==> src/rtl/ps2_scancode_decoder.sv <==
// Set-2 scan-code decoder: folds 0xE0/0xF0 prefixes into single key events
// and queues them in a first-word-fall-through FIFO that throttles the receiver.
module ps2_scancode_decoder #(
  parameter int ADDR_W = 2
) (
  input  logic       Clock,
  input  logic       Reset,
  input  logic       rx_done_tick,
  input  logic [7:0] rx_data,
  output logic       rx_enable,
  input  logic       rd_en,
  output logic [7:0] key_code,
  output logic       key_ext,
  output logic       key_rel,
  output logic       empty,
  output logic       full,
  output logic       overflow
);

  localparam int DEPTH = 1 << ADDR_W;
  localparam logic [ADDR_W:0] FULL_CNT = {1'b1, {ADDR_W{1'b0}}};

  typedef struct packed {
    logic [7:0] code;
    logic       ext;
    logic       rel;
  } key_evt_t;

  typedef enum logic [1:0] {IDLE, EXT, BRK, EXT_BRK} state_t;

  state_t            state;
  key_evt_t          mem [DEPTH];
  logic [ADDR_W-1:0] wr_ptr, rd_ptr;
  logic [ADDR_W:0]   count;

  logic is_e0, is_f0, emit, pend_ext, pend_rel, push, pop, drop;
  key_evt_t head;

  assign is_e0    = (rx_data == 8'hE0);
  assign is_f0    = (rx_data == 8'hF0);
  assign emit     = rx_done_tick && !is_e0 && !is_f0;
  assign pend_ext = (state == EXT) || (state == EXT_BRK);
  assign pend_rel = (state == BRK) || (state == EXT_BRK);

  assign empty = (count == '0);
  assign full  = (count == FULL_CNT);

  // A pop frees the slot this cycle, so push-while-full with a pop still lands.
  assign pop  = rd_en && !empty;
  assign push = emit && (!full || pop);
  assign drop = emit && full && !pop;

  assign head     = mem[rd_ptr];
  assign key_code = head.code;
  assign key_ext  = head.ext;
  assign key_rel  = head.rel;

  // Prefix tracker; any non-prefix byte (emitted or dropped) returns to IDLE.
  always_ff @(posedge Clock or negedge Reset) begin
    if (!Reset) begin
      state <= IDLE;
    end else if (rx_done_tick) begin
      case (state)
        IDLE:    state <= is_e0 ? EXT : (is_f0 ? BRK : IDLE);
        EXT:     state <= is_f0 ? EXT_BRK : (is_e0 ? EXT : IDLE);
        BRK:     state <= is_e0 ? EXT_BRK : (is_f0 ? BRK : IDLE);
        EXT_BRK: state <= (is_e0 || is_f0) ? EXT_BRK : IDLE;
        default: state <= IDLE;
      endcase
    end
  end

  always_ff @(posedge Clock or negedge Reset) begin
    if (!Reset) begin
      for (int i = 0; i < DEPTH; i++) mem[i] <= '0;
      wr_ptr    <= '0;
      rd_ptr    <= '0;
      count     <= '0;
      overflow  <= 1'b0;
      rx_enable <= 1'b1;
    end else begin
      if (push) begin
        mem[wr_ptr] <= '{code: rx_data, ext: pend_ext, rel: pend_rel};
        wr_ptr      <= wr_ptr + 1'b1;
      end
      if (pop) rd_ptr <= rd_ptr + 1'b1;
      case ({push, pop})
        2'b10:   count <= count + 1'b1;
        2'b01:   count <= count - 1'b1;
        default: count <= count;
      endcase
      if (drop) overflow <= 1'b1;
      rx_enable <= ~full;
    end
  end

endmodule

==> config.mk <==
export PLATFORM = sky130hd
export DESIGN_NAME = ps2_scancode_decoder
export DESIGN_NICKNAME = d
export VERILOG_FILES = /design/src/rtl/ps2_scancode_decoder.sv
export SDC_FILE = /design/constraint.sdc
export NUM_CORES = 1
export LEC_CHECK = 0
export BUFFER_PORTS_ARGS = -buffer_cell sky130_fd_sc_hd__buf_2
export CORE_MARGIN = 2
export CORE_UTILIZATION = 62
export DETAILED_ROUTE_END_ITERATION = 7
export GPL_TIMING_DRIVEN = 0
export PLACE_DENSITY = 0.84
export SETUP_SLACK_MARGIN = 0.5
export SYNTH_ARGS = -nofsm -noshare
export SYNTH_HDL_FRONTEND = slang
export SYNTH_SLANG_ARGS = --single-unit
export TNS_END_PERCENT = 100
==> constraint.sdc <==
create_clock -name Clock -period 6.11 [get_ports Clock]
set_input_delay 1.222 -clock Clock [delete_from_list [all_inputs] [get_ports Clock]]
set_output_delay 1.222 -clock Clock [all_outputs]
set_load 0.1 [all_outputs]
Word-level counts from Yosys, hierarchy flattened
Cells that the tools add are included.
{"block": "word_totals", "regBits": 51, "in_bits": 12}
{"block": "op_classes", "n_eq_ne": 8, "bitwise": 3, "reduce_logical": 19, "mux": 14, "order_cmp": 3, "n_addsub": 4}
{"cell": "40-bit bitwise mux", "count": 1}
{"cell": "10-bit 2-to-1 mux", "count": 3}
{"cell": "10-bit binary-select mux with 2-bit select", "count": 1}
{"cell": "10-bit demux with 2-bit select", "count": 1}
{"cell": "8-bit equality test, second input constant", "count": 2}
{"cell": "2-bit 2-to-1 mux", "count": 5}
{"cell": "2-bit case mux with 4 select lines", "count": 1}
{"cell": "1-bit logical AND", "count": 7}
{"cell": "2-bit equality test, second input constant", "count": 3}
{"cell": "3-bit >= comparator, second input constant", "count": 2}
{"cell": "2-bit NOT with 3-bit output", "count": 2}
{"cell": "3-bit case mux with 2 select lines", "count": 1}
{"cell": "1-bit logical NOT", "count": 5}
{"cell": "2-bit by 1-bit adder with 2-bit output, second input constant", "count": 2}
{"cell": "2-bit by 1-bit equality test with 1-bit output, second input constant", "count": 2}
{"cell": "1-bit logical OR", "count": 4}
{"cell": "3-bit by 1-bit adder with 3-bit output, second input constant", "count": 1}
{"cell": "3-bit equality test, second input constant", "count": 1}
{"cell": "3-bit logical NOT", "count": 1}
{"cell": "3-bit by 1-bit < comparator with 1-bit output, second input constant", "count": 1}
{"cell": "3-bit by 1-bit subtractor with 3-bit output, second input constant", "count": 1}
{"cell": "2-bit logical NOT", "count": 1}
{"cell": "2-bit nonzero test", "count": 1}
{"cell": "1-bit 2-to-1 mux", "count": 1}
{"cell": "1-bit NOT", "count": 1}

Logic depth before layout (Yosys ltp)
{"block": "logic_depth", "ltp_word": 7, "mapped_depth": 9, "ltp_nobuf": 9}

Least setup slack after synthesis
OpenSTA, ideal clock, no wires.
{"block": "synth_timing", "kind": "register to register", "from": "reg count[0]", "to": "reg count[2]", "arrival_ns": 3.712, "setup_ns": 0.125, "path_stages_with_launch": 9, "synth_period_minus_slack_ns": 3.837, "setup_slack_ns": 2.273, "cell_sequence": "dfrtp_1 -> nor3_1 -> nor2b_1 -> ha_1 -> inv_1 -> fa_1 -> xor2_1 -> nor2_1 -> xor2_1"}
{"block": "synth_between", "elab_chain_len": 7, "word_cells_on_any_way": 13}
{"element": "from (decl)", "line": "34", "rtl": "logic [ADDR_W:0] count;"}
{"element": "from (signal assigned)", "line": "88", "rtl": "2'b10: count <= count + 1'b1;"}
{"element": "from (signal assigned)", "line": "89", "rtl": "2'b01: count <= count - 1'b1;"}
{"element": "from (signal assigned)", "line": "90", "rtl": "default: count <= count;"}
{"element": "3-bit logical NOT (*)", "line": "45", "rtl": "assign empty = (count == '0);"}
{"element": "named net empty", "line": "15", "rtl": "output logic empty,"}
{"element": "1-bit logical NOT (*)", "line": "49", "rtl": "assign pop = rd_en && !empty;"}
{"element": "1-bit logical AND (*)", "line": "49"}
{"element": "named net pop", "line": "36", "rtl": "logic is_e0, is_f0, emit, pend_ext, pend_rel, push, pop, drop;"}
{"element": "1-bit logical OR", "line": "50", "rtl": "assign push = emit && (!full || pop);"}
{"element": "1-bit logical AND", "line": "50"}
{"element": "2-bit by 1-bit equality test with 1-bit output / 2-bit equality test (equally long branches)", "line": "87", "rtl": "case ({push, pop})"}
{"element": "3-bit case mux with 2 select lines / 2-bit nonzero test (equally long branches)"}
The timed path passes the listed nets; every way through them passes the cells marked *.
A chain may end at the register's enable or synchronous reset.

Final worst setup path
{"block": "layout_timing", "from": "reg rd_ptr[1]", "to": "out key_code[4]"}
{"block": "layout_between", "elab_chain_len": 4}
{"element": "from (decl)", "line": "33", "rtl": "logic [ADDR_W-1:0] wr_ptr, rd_ptr;"}
{"element": "from (signal assigned)", "line": "86", "rtl": "if (pop) rd_ptr <= rd_ptr + 1'b1;"}
{"element": "2-bit NOT with 3-bit output (implied by the code)", "line": "53", "rtl": "assign head = mem[rd_ptr];"}
{"element": "10-bit binary-select mux with 2-bit select", "line": "53"}
{"element": "10-bit 2-to-1 mux (implied by the code) (2 in a row)", "line": "53"}
{"element": "to (decl)", "line": "12", "rtl": "output logic [7:0] key_code,"}
No other way between the ends. The select of a mux whose other input is x is not followed.

==> flow_metrics.env <==
export IMPL_outcome="completed"
export IMPL_fin_util_pct=72.0
export IMPL_place_inst=220
export IMPL_min_path_type="flip-flop to flip-flop"
export IMPL_fin_area_sq_mm=0.00262
export IMPL_crit_type="flip-flop to primary output"
export IMPL_r2r_start="count[0]"
export IMPL_ctsResizeCount=0
export IMPL_dieArea_sq_mm=0.00427
export IMPL_synth_fa_ha_area_share_pct=3.54
export IMPL_finalWirelength_microns=4200
export IMPL_ys_ff_latch=51
export IMPL_antenna_found_initial=0
export IMPL_r2r_cells=9
export IMPL_post_dp_cell_area_sq_mm=0.00252
export IMPL_nNetsFinal=197
export IMPL_arrival_ns=1.99
export IMPL_clkTransAtPathRegs_ns=0.08
export IMPL_cp_required_ns=4.89
export IMPL_drtAntennaViolNets=0
export IMPL_fmaxAchievable_mhz=311
export IMPL_final_hold_viol_count=0
export IMPL_post_cts_buffers=0
export IMPL_grt_pass1_wl_microns=7220
export IMPL_core_area_sq_mm=0.00363
export IMPL_ys_types=26
export IMPL_critPathMaxFanout=10
export IMPL_drc=0
export IMPL_port_buffer_count=25
export IMPL_relSlewSlack_pct=26.7
export IMPL_grt_max_degree=52
export IMPL_post_route_period_util_pct=52.6
export IMPL_syn_area_per_cell_sq_um=15.9
export IMPL_clock_path_buffers=2
export IMPL_ctsHoldBuffers=0
export IMPL_clock_latency_ns=0.31
export IMPL_grt_pass1_vias=1496
export IMPL_fp_dieW_microns=65.3
export IMPL_cts_sinks=51
export IMPL_synth_compound_area_share_pct=2.31
export IMPL_diodes=0
export IMPL_cap_violations=0
export IMPL_first_pass_iters=4
export IMPL_netlist_area_sq_mm=0.00233
export IMPL_drt_initial_drc_count=65
export IMPL_row_count=22
export IMPL_dieHeight_microns=65.3
export IMPL_grt_total_usage_pct=23.7
export IMPL_io_pins=26
export IMPL_yosys_area_share_xor_xnor_pct=2.25
export IMPL_yosysWarningCount=0
export IMPL_period_minus_slack_ns=3.21
export IMPL_cts_buffers=5
export IMPL_r2r_end="count[2]"
export IMPL_synthMuxAreaShare_pct=30.4
export IMPL_synth_nets=165
export IMPL_start_util_pct=64.2
export IMPL_via_per_inst=5.68
export IMPL_crit_start="rd_ptr[1]"
export IMPL_htree_levels=2
export IMPL_place_congestion=0.710
export IMPL_tightest_slew_ns=1.10
export IMPL_async_reset_ff_share_pct=100
export IMPL_rsz0062_at_grt="no"
export IMPL_slew_violations=0
export IMPL_root_buffer="clkbuf_8"
export IMPL_synth_ff_type="dfrtp_1"
export IMPL_areaGrowthSynthToFinish_pct=12.2
export IMPL_synth_top_family_by_area="multiplexers"
export IMPL_end_kind="primary output"
export IMPL_yosys_area_share_simple_pct=4.88
export IMPL_drive_gt1_share_pct=50.6
export IMPL_finalSetupViolations=0
export IMPL_synthCells=147
export IMPL_tritoncts="built"
export IMPL_vias=1294
export IMPL_ys_seq_area_share_pct=54.8
export IMPL_finalClockSkew_ns=0.00410
export IMPL_stdcell_count=228
export IMPL_hpwl_microns=2890
export IMPL_synth_enable_flop_cells=0
export IMPL_crit_end="key_code[4]"
export IMPL_wire_per_inst_microns=18.4
export IMPL_start_kind="flip-flop"
export IMPL_r2r_slack_ns=3.54
export IMPL_setup_tns_ns=0
export IMPL_grt_overflow=0
## synthesized netlist by cell type (2+ instances only)
library cell | instances | share of area [%]
nand2_1 | 3 | 0.48
nand2_4 | 4 | 1.9
xor2_1 | 3 | 1.1
mux4_2 | 10 | 9.7
inv_1 | 9 | 1.4
dfrtp_1 | 50 | 54
xnor2_1 | 3 | 1.1
mux2_4 | 6 | 3.9
ha_1 | 5 | 2.7
mux2_2 | 34 | 16
a21oi_1 | 4 | 0.86
nor2_1 | 2 | 0.32
## worst min-delay path by stage
| stage | from | to | slack (ns) | cells past startpoint |
|---|---|---|---|---|
| detailed placement | overflow | overflow | 0.48 | 1 |
| finish | overflow | overflow | 0.49 | 1 |
| global placement | overflow | overflow | 0.47 | 1 |
| global route | overflow | overflow | 0.50 | 1 |
| CTS | overflow | overflow | 0.50 | 1 |
| floorplan | count[2] | count[2] | 0.47 | 1 |
## registers in the layout, indices dropped and copies added (netlist names)
register / count
count: 3
mem: 40
rd_ptr: 2
rx_enable: 1
overflow: 1
state: 2
wr_ptr: 2
## kinds of logic (layout without fill, tap and decap cells)
kind of cell             after synthesis  in the layout
adder cells (fa/ha/maj)                6              6
buffers and inverters                 11             44
flip-flops                            51             51
XOR/XNOR                               6              6
AND/OR/NAND/NOR                       15             15
multiplexers                          51             51
AO/OA/AOI/OAI                          7              7
## routing by layer
metal  track usage [%]  up-vias  wire length (microns)
li1                  -      586                      -
met1              29.1      677                   1730
met2              40.4       24                   2260
met3              6.16        7                    152
met4              8.85        0                     60
met5                 0        -                      0
## metrics by stage
| step | worst slack, ns | hold WS [ns] |
|---|---|---|
| 3_5_place_dp | 2.72 | 0.476 |
| 2_1_floorplan | 2.27 | 0.469 |
| 5_1_grt | 2.80 | 0.503 |
| 6_report | 2.90 | 0.491 |
| 4_1_cts | 2.88 | 0.495 |
| 3_3_place_gp | 2.74 | 0.469 |
## critical path, cell delays in order (launching register included)
cell and delay (ns):
dfrtp_1 0.36, clkbuf_1 0.55, mux4_2 0.34, buf_2 0.43
## placed cells by master, fill, tap and decap left out
| master | n |
|---|---|
| a21oi_1 | 4 |
| nand2_4 | 4 |
| ha_1 | 5 |
| mux4_2 | 10 |
| a211oi_4 | 1 |
| nor4b_1 | 1 |
| xnor2_1 | 3 |
| xor2_1 | 3 |
| nor3_1 | 1 |
| nor2b_1 | 1 |
| fa_1 | 1 |
| nand2_1 | 3 |
| clkbuf_8 | 7 |
| nor4bb_2 | 1 |
| and2_1 | 1 |
| nor2_1 | 2 |
| dfstp_2 | 1 |
| clkbuf_1 | 2 |
| dfrtp_1 | 50 |
| mux2_2 | 34 |
| nor3b_1 | 1 |
| mux2_4 | 6 |
| o21ai_0 | 1 |
| a31o_2 | 1 |
| buf_2 | 26 |
| mux2i_1 | 1 |
| inv_1 | 9 |
## final cells by class
type	count	area, sq um
Sequential cell	51	1280
Fill cell	238	1020
Multi-Input combinational cell	85	1010
Timing Repair Buffer	25	125
Clock buffer	8	100
Tap cell	48	60.1
Inverter	9	33.8
Buffer	2	8.76
Power is not shown: default switching activity piles up to over one toggle a cycle in this logic, so the estimate is an artifact.
